==> config.mk <==
export PLATFORM = sky130hd
export DESIGN_NAME = pcs_tx_ordered_set_gen
export DESIGN_NICKNAME = d
export VERILOG_FILES = /design/src/rtl/pcs_tx_ordered_set_gen.sv
export SDC_FILE = /design/constraint.sdc
export NUM_CORES = 1
export LEC_CHECK = 0
export ABC_AREA = 0
export CORE_MARGIN = 5
export CORE_UTILIZATION = 42
export CTS_BUF_LIST = sky130_fd_sc_hd__clkbuf_4 sky130_fd_sc_hd__clkbuf_8 sky130_fd_sc_hd__clkbuf_16
export DETAILED_ROUTE_END_ITERATION = 8
export GPL_TIMING_DRIVEN = 0
export PLACE_DENSITY = 0.73
export SETUP_SLACK_MARGIN = 0.02
export SYNTH_ARGS = -nofsm -noshare
export SYNTH_HDL_FRONTEND = slang
export SYNTH_SLANG_ARGS = --single-unit
==> constraint.sdc <==
create_clock -name clk -period 1.87 [get_ports clk]
set_clock_uncertainty 0.05 [all_clocks]
set_input_delay 0.2805 -clock clk [delete_from_list [all_inputs] [get_ports clk]]
set_output_delay 0.2805 -clock clk [all_outputs]
set_load 0.02 [all_outputs]
==> src/rtl/pcs_tx_ordered_set_gen.sv <==
// 1000BASE-X PCS transmit code-group generator.
// Turns a GMII-style octet stream (txd/tx_en/tx_er) into unencoded code groups
// for the 8b/10b encoder: /I/ idles, /S/, data, /V/, /T/R/ with even-alignment
// /R/, carrier-extension /R/ and frame bursts (/R/R/S/).
// All outputs are registered; the word seen after edge n derives from the
// inputs sampled at edge n.
module pcs_tx_ordered_set_gen #(
   parameter int         CNT_W  = 16,
   parameter logic [7:0] IDLE_D = 8'h50,
   parameter logic [7:0] CEXT_D = 8'h0F
) (
   input  logic             clk,
   input  logic             rst,
   input  logic [7:0]       txd,
   input  logic             tx_en,
   input  logic             tx_er,
   output logic [7:0]       tx_data,
   output logic             tx_datak,
   output logic             tx_even,
   output logic [CNT_W-1:0] frame_cnt,
   output logic             drop_octet
);

   localparam logic [7:0]       K28_5   = 8'hBC;
   localparam logic [7:0]       K_START = 8'hFB;
   localparam logic [7:0]       K_TERM  = 8'hFD;
   localparam logic [7:0]       K_CEXT  = 8'hF7;
   localparam logic [7:0]       K_ERR   = 8'hFE;
   localparam logic [CNT_W-1:0] CNT_ONE = 1;

   typedef enum logic [2:0] {
      IDLE,
      DATA,
      END_R,
      EXTEND,
      END_R2
   } state_t;

   state_t     state, state_nxt;
   logic       idle_ok, idle_ok_nxt;
   logic [7:0] data_nxt;
   logic       datak_nxt;
   logic       drop_nxt;
   logic       cnt_inc;
   logic       next_even;
   logic       cext_in;

   // The word being computed lands in the slot opposite to the current one.
   assign next_even = ~tx_even;
   assign cext_in   = ~tx_en & tx_er;

   // Next-state and next-word decode; /S/ only ever goes into an even slot.
   always_comb begin
      // NOTE: every output of this block gets a default first, so no path can leave one unassigned and infer a latch.
      state_nxt   = state;
      idle_ok_nxt = idle_ok;
      data_nxt    = K_CEXT;
      datak_nxt   = 1'b1;
      drop_nxt    = 1'b0;
      cnt_inc     = 1'b0;
      unique case (state)
         IDLE: begin
            if (next_even) begin
               if (tx_en && idle_ok) begin
                  data_nxt  = K_START;
                  cnt_inc   = 1'b1;
                  state_nxt = DATA;
               end else begin
                  data_nxt = K28_5;
                  drop_nxt = tx_en;
               end
            end else begin
               // Second half of /I/: a full idle has now been sent.
               data_nxt    = IDLE_D;
               datak_nxt   = 1'b0;
               idle_ok_nxt = 1'b1;
               drop_nxt    = tx_en;
            end
         end
         DATA: begin
            if (tx_en) begin
               if (tx_er) begin
                  data_nxt = K_ERR;
               end else begin
                  data_nxt  = txd;
                  datak_nxt = 1'b0;
               end
            end else begin
               data_nxt    = K_TERM;
               idle_ok_nxt = 1'b0;
               state_nxt   = END_R;
            end
         end
         END_R: begin
            drop_nxt = tx_en;
            if (cext_in)        state_nxt = EXTEND;
            else if (next_even) state_nxt = END_R2;
            else                state_nxt = IDLE;
         end
         EXTEND: begin
            if (tx_en) begin
               if (next_even) begin
                  // Burst: the next frame may start without an idle.
                  data_nxt  = K_START;
                  cnt_inc   = 1'b1;
                  state_nxt = DATA;
               end else begin
                  drop_nxt = 1'b1;
               end
            end else if (tx_er) begin
               if (txd != CEXT_D) data_nxt = K_ERR;
            end else if (next_even) begin
               state_nxt = END_R2;
            end else begin
               state_nxt = IDLE;
            end
         end
         END_R2: begin
            drop_nxt  = tx_en;
            state_nxt = IDLE;
         end
         default: begin
            data_nxt  = K28_5;
            state_nxt = IDLE;
         end
      endcase
   end

   // Output and state registers; reset aborts any frame in progress.
   always_ff @(posedge clk) begin
      // NOTE: sequential state uses non-blocking assignments so every register samples pre-edge values.
      if (rst) begin
         state      <= IDLE;
         idle_ok    <= 1'b0;
         tx_data    <= K28_5;
         tx_datak   <= 1'b1;
         tx_even    <= 1'b1;
         frame_cnt  <= '0;
         drop_octet <= 1'b0;
      end else begin
         state      <= state_nxt;
         idle_ok    <= idle_ok_nxt;
         tx_data    <= data_nxt;
         tx_datak   <= datak_nxt;
         tx_even    <= ~tx_even;
         drop_octet <= drop_nxt;
         if (cnt_inc) frame_cnt <= frame_cnt + CNT_ONE;
      end
   end

endmodule

==> flow_summary.json <==
{
  "htree_levels": 2,
  "ys_ff_latch": 31,
  "fill_cells": 317,
  "antenna_found_initial": 0,
  "grtUsageTotal_pct": 16.7,
  "p_sw_mw": 0.315,
  "worstHoldPathType": "reg2reg",
  "vias": 1504,
  "ys_top_cells_by_area": "dfxtp_1, a21oi_1, o21ai_0, nand2_1, nor2_1",
  "totalWireLength_um": 3870,
  "layout_setup_ws_ns": 0.0535,
  "die_h_um": 69.9,
  "power_frac_comb_pct": 13.9,
  "peakVddDrop_mv": 0.397,
  "syn_inst": 176,
  "cts_tree": "yes",
  "clk_latency_ns": 0.33,
  "pre_cts_slack_ns": -0.343,
  "max_cap_viol_count": 0,
  "setup-tns-final_ns": 0,
  "layout.nets": 234,
  "synth_warnings": 0,
  "synth_top_flop_cell": "dfxtp_1",
  "core_area_um2": 3420,
  "portBuffers": 38,
  "min-delay-start": "frame_cnt[15]",
  "place_inst": 260,
  "avgSynthCellArea_um2": 8.55,
  "swShare_pct": 25.0,
  "ys_types": 46,
  "yosys.area.top_type_share_pct": 41.2,
  "cp.required_ns": 2.09,
  "stdcell_area_um2": 2030,
  "pwr-share-clk_pct": 31.0,
  "synth_edf_count": 0,
  "drive_gt1_share_pct": 13.1,
  "yosysSeqAreaShare_pct": 41.2,
  "hold_violations": 0,
  "start_kind": "input pin",
  "final_cell_count_no_fill": 268,
  "worst-setup-path-type": "in2reg",
  "grt_setup_unrepaired": "false",
  "cts_buffers": 5,
  "leakage_nw": 0.725,
  "holdBufCountCts": 0,
  "globalRouteOverflowTotal": 0,
  "fin_crit_ns": 1.82,
  "drc_errors": 0,
  "worstMarginPinSlew_ns": 0.477,
  "num_antenna_cells": 0,
  "clk_pin_slew_ns": 0.09,
  "area_growth_pct": 35.2,
  "wl_per_cell_um": 14.4,
  "cts_root_buf": "clkbuf_4",
  "viasPerCell": 5.61,
  "netlist_area_um2": 1510,
  "reg2reg_from": "state[0]",
  "rows": 21,
  "start_util_pct": 44.1,
  "place_area_um2": 1940,
  "chipWidth_um": 69.9,
  "dieArea_um2": 4880,
  "hpwl_um": 2890,
  "final_core_util_pct": 59.6,
  "first_global_vias": 1509,
  "synth_top_cell_by_area": "dfxtp_1",
  "slew_headroom_pct": 68.2,
  "pwr_density_cell_nw_per_um2": 619,
  "startpoint": "tx_en",
  "crit_arrival_ns": 2.04,
  "async_reset_ff_share_pct": 0,
  "drv_slew": 0,
  "first_iter_violations": 105,
  "hold_ws_ns": 0.445,
  "synth_commonest_cells": "dfxtp_1, a21oi_1, o21ai_0, nand2_1, nor2_1",
  "internal_power_mw": 0.944,
  "cp_max_fo": 10,
  "cts.path.max_buffers": 2,
  "synth.most_common_cell": "dfxtp_1",
  "setup_violations": 0,
  "clock_sinks": 31,
  "firstDrtPassIters": 4,
  "period_share_pct": 97.1,
  "gp_congestion": 0.801,
  "antenna_left": 0,
  "power_mw": 1.26,
  "clock.fmax_ghz": 0.551,
  "ios": 39,
  "worst_setup_path_end_kind": "flip-flop",
  "pwr-share-seq_pct": 55.1,
  "syn-num-nets": 189,
  "outcome": "finished, final reports clean",
  "grt_max_degree": 11,
  "grt_pass1_wl_um": 6680
}
-- layout make-up --
type | count | area [um2] | area share [%]
clock inverters | 1 | 5.00 | 0.246
inverters | 4 | 15.0 | 0.738
clock buffers | 7 | 52.6 | 2.58
plain buffers | 10 | 63.8 | 3.14
repair buffers | 39 | 388 | 19.1
multi-input cells | 130 | 828 | 40.7
well taps | 46 | 57.6 | 2.83
flip-flops and latches | 31 | 624 | 30.7
-- state kept, by name, indices dropped and copies added, names as in the netlist --
| name | count |
|---|---|
| tx_data | 8 |
| drop_octet | 1 |
| tx_even | 1 |
| idle_ok | 1 |
| frame_cnt | 16 |
| tx_datak | 1 |
| state | 3 |
-- timing repair --
action                                  CTS  global route
gates resized for setup                   2             8
buffers inserted                          0             1
endpoints found under the setup margin    6             7
-- routing by layer --
metal / part of all wire [%] / GRT usage, % / vias up
met1: 42 / 19.9 / 701
li1: - / - / 741
met5: 0 / 0 / -
met4: 3.0 / 8.51 / 0
met2: 50 / 27.3 / 49
met3: 5.3 / 4.59 / 13
-- final timing paths --
check	end	slack, ns	cells past startpoint
max	frame_cnt[14]	0.05	6
min	frame_cnt[15]	0.44	2
max reg2reg	frame_cnt[14]	0.06	7
min reg2reg	frame_cnt[15]	0.44	2
-- power groups by stage --
stage	sequential, mW	combinational, mW	clock [mW]
2_1_floorplan	0.726	0.0712	0
3_3_place_gp	0.704	0.172	0
3_5_place_dp	0.704	0.172	0
4_1_cts	0.693	0.170	0.400
5_1_grt	0.697	0.189	0.438
6_report	0.694	0.175	0.391
-- layout by cell type (no fill, tap or decap), drive strengths merged, types with 3 or more instances in the layout --
master and instances:
o2111ai 3, and4 3, dfxtp 31, or2 4, clkdlybuf4s50 38, nand2 14
or3 7, a21oi 16, a31oi 4, o31ai 3, buf 6, clkbuf 12
nor2b 4, nor3b 3, nand3 5, inv 4, or4 4, and3 3
xor2 5, nor2 13, o21ai 16
-- cell families after synthesis --
group	count (synthesis)	synth area share (%)
multiplexers	1	0.665
AO/OA/AOI/OAI	54	22.5
adder cells (fa/ha/maj)	1	0.831
buffers and inverters	15	5.07
AND/OR/NAND/NOR	69	26.8
XOR/XNOR	5	2.91
flip-flops	31	41.2
-- critical path: stages --
cell and delay, ns:
clkdlybuf4s50_1 0.57, and4b_1 0.24, o211ai_2 0.10, buf_6 0.16, or4_4 0.53, a21oi_2 0.15
(Power assumes the default switching activity.)
